<file path="src/rtl/seven_seg_pkg.sv">
// Shared constants and types for the 4-digit multiplexed 7-segment controller.
package seven_seg_pkg;

  localparam int unsigned NDigits = 4;
  localparam logic [6:0]  SegOff  = 7'h7F;
  localparam logic [3:0]  AnOff   = 4'hF;
  localparam logic        DpOff   = 1'b1;

  typedef logic [1:0] digit_idx_t;

  function automatic logic [3:0] an_onehot_low(digit_idx_t idx);
    return ~(4'b0001 << idx);
  endfunction

endpackage

</file>
<file path="src/rtl/hex_to_7_seg.sv">
// Combinational hex nibble to active-low {g..a} segment pattern.
module hex_to_7_seg (
  input  logic [3:0] hex_i,
  output logic [6:0] seg_o
);

  always_comb begin
    seg_o = 7'h7F;
    unique case (hex_i)
      4'h0: seg_o = 7'b1000000;
      4'h1: seg_o = 7'b1111001;
      4'h2: seg_o = 7'b0100100;
      4'h3: seg_o = 7'b0110000;
      4'h4: seg_o = 7'b0011001;
      4'h5: seg_o = 7'b0010010;
      4'h6: seg_o = 7'b0000010;
      4'h7: seg_o = 7'b1111000;
      4'h8: seg_o = 7'b0000000;
      4'h9: seg_o = 7'b0010000;
      4'hA: seg_o = 7'b0001000;
      4'hB: seg_o = 7'b0000011;
      4'hC: seg_o = 7'b1000110;
      4'hD: seg_o = 7'b0100001;
      4'hE: seg_o = 7'b0000110;
      4'hF: seg_o = 7'b0001110;
      default: seg_o = 7'h7F;
    endcase
  end

endmodule

</file>
<file path="src/rtl/seven_seg_scanner_scan_timer.sv">
// Digit-slot counter and digit index for the scanner; freezes while en_i is low.
module scan_timer
  import seven_seg_pkg::*;
#(
  parameter int unsigned DigitCycles = 100000,
  parameter int unsigned BlankCycles = 1000
) (
  input  logic       clk_i,
  input  logic       rst_ni,
  input  logic       en_i,
  output digit_idx_t idx_o,
  output logic       is_blank_o,
  output logic       slot_last_o,
  output logic       frame_last_o
);

  localparam int unsigned CntW = $clog2(DigitCycles);

  logic [CntW-1:0] cnt_q, cnt_d;
  digit_idx_t      idx_q, idx_d;
  logic            at_end;

  assign at_end = (cnt_q == CntW'(DigitCycles - 1));

  always_comb begin
    cnt_d = cnt_q;
    idx_d = idx_q;
    if (en_i) begin
      if (at_end) begin
        cnt_d = '0;
        idx_d = idx_q + 2'd1;
      end else begin
        cnt_d = cnt_q + CntW'(1);
      end
    end
  end

  always_ff @(posedge clk_i or negedge rst_ni) begin
    if (!rst_ni) begin
      cnt_q <= '0;
      idx_q <= '0;
    end else begin
      cnt_q <= cnt_d;
      idx_q <= idx_d;
    end
  end

  assign idx_o        = idx_q;
  assign is_blank_o   = (cnt_q < CntW'(BlankCycles));
  assign slot_last_o  = en_i & at_end;
  assign frame_last_o = en_i & at_end & (idx_q == digit_idx_t'(NDigits - 1));

endmodule

</file>
<file path="src/rtl/seven_seg_scanner.sv">
// 4-digit common-anode display scanner with shadow-buffered writes committed per frame.
module seven_seg_scanner
  import seven_seg_pkg::*;
#(
  parameter int unsigned DigitCycles = 100000,
  parameter int unsigned BlankCycles = 1000
) (
  input  logic        clk_i,
  input  logic        rst_ni,
  input  logic        en_i,
  input  logic        wr_i,
  input  logic [15:0] wr_value_i,
  input  logic [3:0]  wr_dp_i,
  input  logic [3:0]  wr_blank_i,
  output logic        pending_o,
  output logic        frame_done_o,
  output logic [6:0]  seg_o,
  output logic        dp_o,
  output logic [3:0]  an_o
);

  digit_idx_t idx;
  logic       is_blank, slot_last, frame_last;

  scan_timer #(
    .DigitCycles(DigitCycles),
    .BlankCycles(BlankCycles)
  ) u_timer (
    .clk_i       (clk_i),
    .rst_ni      (rst_ni),
    .en_i        (en_i),
    .idx_o       (idx),
    .is_blank_o  (is_blank),
    .slot_last_o (slot_last),
    .frame_last_o(frame_last)
  );

  logic [15:0] sh_value_q, disp_value_q;
  logic [3:0]  sh_dp_q, disp_dp_q, sh_blank_q, disp_blank_q;
  logic        pending_q, pending_d, commit;

  // The pre-write shadow commits even when a write lands on the boundary cycle.
  assign commit    = frame_last & pending_q;
  assign pending_d = wr_i | (pending_q & ~commit);

  always_ff @(posedge clk_i or negedge rst_ni) begin
    if (!rst_ni) begin
      sh_value_q   <= '0;
      sh_dp_q      <= '0;
      sh_blank_q   <= 4'hF;
      disp_value_q <= '0;
      disp_dp_q    <= '0;
      disp_blank_q <= 4'hF;
      pending_q    <= 1'b0;
    end else begin
      if (commit) begin
        disp_value_q <= sh_value_q;
        disp_dp_q    <= sh_dp_q;
        disp_blank_q <= sh_blank_q;
      end
      if (wr_i) begin
        sh_value_q <= wr_value_i;
        sh_dp_q    <= wr_dp_i;
        sh_blank_q <= wr_blank_i;
      end
      pending_q <= pending_d;
    end
  end

  logic [3:0] nibble;
  logic [6:0] seg_dec;

  always_comb begin
    nibble = '0;
    unique case (idx)
      2'd0: nibble = disp_value_q[3:0];
      2'd1: nibble = disp_value_q[7:4];
      2'd2: nibble = disp_value_q[11:8];
      2'd3: nibble = disp_value_q[15:12];
      default: nibble = '0;
    endcase
  end

  hex_to_7_seg u_dec (
    .hex_i(nibble),
    .seg_o(seg_dec)
  );

  logic       lit;
  logic [3:0] an_q, an_d;
  logic [6:0] seg_q, seg_d;
  logic       dp_q, dp_d;

  always_comb begin
    lit   = en_i & ~is_blank & ~disp_blank_q[idx];
    an_d  = AnOff;
    seg_d = SegOff;
    dp_d  = DpOff;
    if (lit) begin
      an_d  = an_onehot_low(idx);
      seg_d = seg_dec;
      dp_d  = ~disp_dp_q[idx];
    end
  end

  always_ff @(posedge clk_i or negedge rst_ni) begin
    if (!rst_ni) begin
      an_q  <= AnOff;
      seg_q <= SegOff;
      dp_q  <= DpOff;
    end else begin
      an_q  <= an_d;
      seg_q <= seg_d;
      dp_q  <= dp_d;
    end
  end

  assign an_o         = an_q;
  assign seg_o        = seg_q;
  assign dp_o         = dp_q;
  assign pending_o    = pending_q;
  assign frame_done_o = frame_last;

  logic unused_slot_last;
  assign unused_slot_last = slot_last;

endmodule
</file>
<file path="config.mk">
export PLATFORM = sky130hd
export DESIGN_NAME = seven_seg_scanner
export DESIGN_NICKNAME = d
export VERILOG_FILES = /design/src/rtl/seven_seg_pkg.sv /design/src/rtl/hex_to_7_seg.sv /design/src/rtl/seven_seg_scanner_scan_timer.sv /design/src/rtl/seven_seg_scanner.sv
export SDC_FILE = /design/constraint.sdc
export NUM_CORES = 1
export LEC_CHECK = 0
export ABC_CLOCK_PERIOD_IN_PS = 2100
export BUFFER_PORTS_ARGS = -buffer_cell sky130_fd_sc_hd__clkbuf_2
export CAP_MARGIN = 15
export CORE_MARGIN = 5
export CORE_UTILIZATION = 50
export DETAILED_ROUTE_END_ITERATION = 8
export PLACE_DENSITY = 0.82
export REMOVE_ABC_BUFFERS = 1
export SLEW_MARGIN = 20
export SYNTH_ARGS = -nofsm -noshare
export SYNTH_HDL_FRONTEND = slang
export SYNTH_HIERARCHICAL = 1
export SYNTH_SLANG_ARGS = --single-unit
export TNS_END_PERCENT = 50
</file>
<file path="constraint.sdc">
create_clock -name clk_i -period 2.1 [get_ports clk_i]
set_input_delay 0.105 -clock clk_i [delete_from_list [all_inputs] [get_ports clk_i]]
set_output_delay 0.105 -clock clk_i [all_outputs]
set_load 0.01 [all_outputs]
</file>
==> impl_metrics.tcl <==
set metrics [dict create \
    status "finished, violations left" \
    violations "negative setup slack" \
    syn2layout_area_growth_pct 24.6 \
    drc 0 \
    n_fill_cell 518 \
    tightestPinTransition_ns 0.646 \
    layout_min_cycle_time_ns 2.11 \
    relSlewSlack_pct 56.9 \
    dr.first_iter.drc_count 54 \
    diodes 0 \
    routed_wl_um 7150 \
    crit_fanout 4 \
    setup_viol 1 \
    wl_per_cell_um 15.7 \
    antenna_left 0 \
    insertion_delay_ns 0.36 \
    cts_max_path_buffers 2 \
    yosysSeqAreaShare_pct 54.7 \
    dieArea_sq_mm 0.00923 \
    synth_edf_count 0 \
    ir_drop_v 0.000436 \
    synth_area_sq_mm 0.00371 \
    synth_cell_types 48 \
    period_share_pct 100 \
    grt_pass1_vias 2556 \
    final_nets 388 \
    yosysWarnings 6 \
    max_freq_mhz 475 \
    hold_viol_final 0 \
    slew_viol_final 0 \
    synth_area_per_cell_sq_um 13.8 \
    cp.arrival_ns 2.39 \
    synth_top_flop_cell "dfrtp_1" \
    hp-class "input port to register" \
    rsz0062_at_grt "yes" \
    htreeDepth 3 \
    cts-root-buf "clkbuf_8" \
    grt_overflow_total 0 \
    p_leak_nw 2.09 \
    whs_ns 0.0156 \
    clock_sinks 80 \
    fp.dieH_um 96.1 \
    grt_max_degree 43 \
    grt_pass1_wl_um 12400 \
    io_pins 42 \
    power_density_mw_per_mm2 704 \
    crit_type "register to register" \
    start_util_pct 51.1 \
    gp_congestion 0.853 \
    cts_tree "yes" \
    fp.coreArea_sq_mm 0.00725 \
    pre_cts_slack_ns -0.0639 \
    grt_use_total_pct 17.8 \
    rows 31 \
    fin_ws_ns -0.00575 \
    dpl.hpwl_um 4700 \
    skew_ns 0.00963 \
    clk_pin_slew_worst_paths_ns 0.08 \
    viasPerCell 5.26 \
    numPortBuffers 41 \
    antenna_found_initial 0 \
    end_kind "register" \
    via_count 2395 \
    async_reset_ff_share_pct 100 \
    drt_pass1_iterations 4 \
    crit_required_ns 2.39 \
    drive_above_1_share_pct 46.6 \
    syn-instance-count 268 \
    drv_cap 0 \
    fp.dieW_um 96.1 \
    cts_buffers 9 \
    critPathLaunchType "register" \
    ys_seq_elements 80 \
]
[synthesized netlist by cell type, types with 3 or more instances]
| master | number | share of area (%) |
|---|---|---|
| inv_1 | 7 | 0.71 |
| mux2_2 | 49 | 15 |
| ha_1 | 9 | 3.0 |
| dfrtp_1 | 60 | 41 |
| nand2_1 | 8 | 0.81 |
| mux2i_1 | 6 | 1.6 |
| and2_1 | 3 | 0.51 |
| nor2_1 | 17 | 1.7 |
| nand4_1 | 4 | 0.68 |
| nand3_1 | 5 | 0.68 |
| mux4_2 | 5 | 3.0 |
| buf_2 | 6 | 0.81 |
| or2_1 | 7 | 1.2 |
| dfstp_2 | 20 | 14 |
| nor3_1 | 4 | 0.54 |
| o21ai_0 | 4 | 0.54 |
| xnor2_1 | 10 | 2.4 |
| xor2_1 | 4 | 0.95 |
[worst max-delay path, stage by stage (launching register included)]
cell     delay [ns]
dfrtp_2        0.45
mux4_2         0.41
inv_2          0.07
buf_4          0.15
ha_1           0.22
mux4_1         0.51
or2_1          0.24
[metal layers]
layer  global-route usage (%)  up-vias  routed length [um]  part of all wire [%]
li1                         -     1118                   -                     -
met1                     22.9     1205                3000                    42
met2                     29.3       59                3700                    52
met3                     3.44       13                 307                   4.3
met4                     8.06        0                 146                   2.0
met5                        0        -                   0                     0
[report_power, final]
part	total (W)	switching [W]	internal [W]
logic	0.000296	0.000137	0.000159
clock network	0.00120	0.000573	0.000622
registers	0.00176	0.000107	0.00166
total	0.00325	0.000817	0.00244
[final timing paths]
kind                                                   start                      endpoint  slack, ns  depth (start not counted)
worst max-delay path            u_timer/idx_o[0]$_DFFE_PN0P_            seg_o[3]$_DFF_PN1_     -0.006                          6
worst min-delay path                           wr_blank_i[0]     sh_blank_q[0]$_DFFE_PN1P_       0.02                          2
worst max register to register  u_timer/idx_o[0]$_DFFE_PN0P_            seg_o[3]$_DFF_PN1_     -0.006                          6
worst min register to register     sh_value_q[7]$_DFFE_PN0P_     sh_value_q[7]$_DFFE_PN0P_       0.51                          1
max in group asynchronous                             rst_ni     sh_blank_q[0]$_DFFE_PN1P_       1.18                          3
min in group asynchronous                             rst_ni  u_timer/cnt_q[2]$_DFFE_PN0P_       0.27                          2
[kinds of logic after synthesis]
family	share of synthesized area [%]
multiplexers	20.6
AO/OA/AOI/OAI	2.94
buffers and inverters	2.33
flip-flops	54.7
adder cells (fa/ha/maj)	3.04
XOR/XNOR	3.31
AND/OR/NAND/NOR	13.1
[sequential cells by signal (all words and copies together), names as in the netlist]
name,cells
disp_blank_q,4
u_timer/cnt_q,17
dp_o,1
seg_o,7
disp_value_q,16
disp_dp_q,4
sh_dp_q,4
u_timer/idx_o,2
an_o,4
sh_value_q,16
sh_blank_q,4
pending_o,1
[final cells by class]
type	instances	area [sq um]	share of cell area, %
flip-flops and latches	80	2030	43.9
multi-input cells	172	1620	35.1
repair buffers	81	604	13.1
clock buffers	11	151	3.28
well taps	99	124	2.68
clock inverters	5	62.6	1.35
inverters	7	28.8	0.623
[placed cells by master, fill, tap and decap left out, drive strengths merged, types with 2 or more instances in the layout]
master / instances
dlygate4sd3: 24
nor2: 18
dfstp: 20
nand4: 6
dfrtp: 60
nor3: 5
nand2: 9
or2: 7
xnor2: 10
clkinvlp: 2
a22o: 2
mux2i: 6
nor4: 3
inv: 9
and3: 2
a21oi: 2
o21ai: 4
o22ai: 2
xor2: 4
mux2: 50
ha: 9
clkbuf: 51
nand2b: 2
and4b: 2
mux4: 6
and2: 3
nand3: 6
nand3b: 2
buf: 17
[stage by stage]
step | instance area (sq um) | TNS (ns) | total power [W] | cells | util [%]
2_1_floorplan | 3650 | -0.646 | 0.00192 | 259 | -
3_3_place_gp | 4090 | 0 | 0.00203 | 411 | 56.4
3_5_place_dp | 4090 | -0.0937 | 0.00205 | 411 | 56.4
4_1_cts | 4610 | 0 | 0.00328 | 454 | 63.5
5_1_grt | 4620 | -0.139 | 0.00342 | 455 | 63.7
6_report | 4620 | -0.00575 | 0.00325 | 455 | 63.7
[what timing repair did]
item                       CTS  global route
pin swaps                    1             5
hold endpoints to repair    62             0
setup endpoints to repair    2             7
buffers inserted             3             1
hold buffers                24             0
resized for setup            9             3
(Power assumes the default switching activity.)
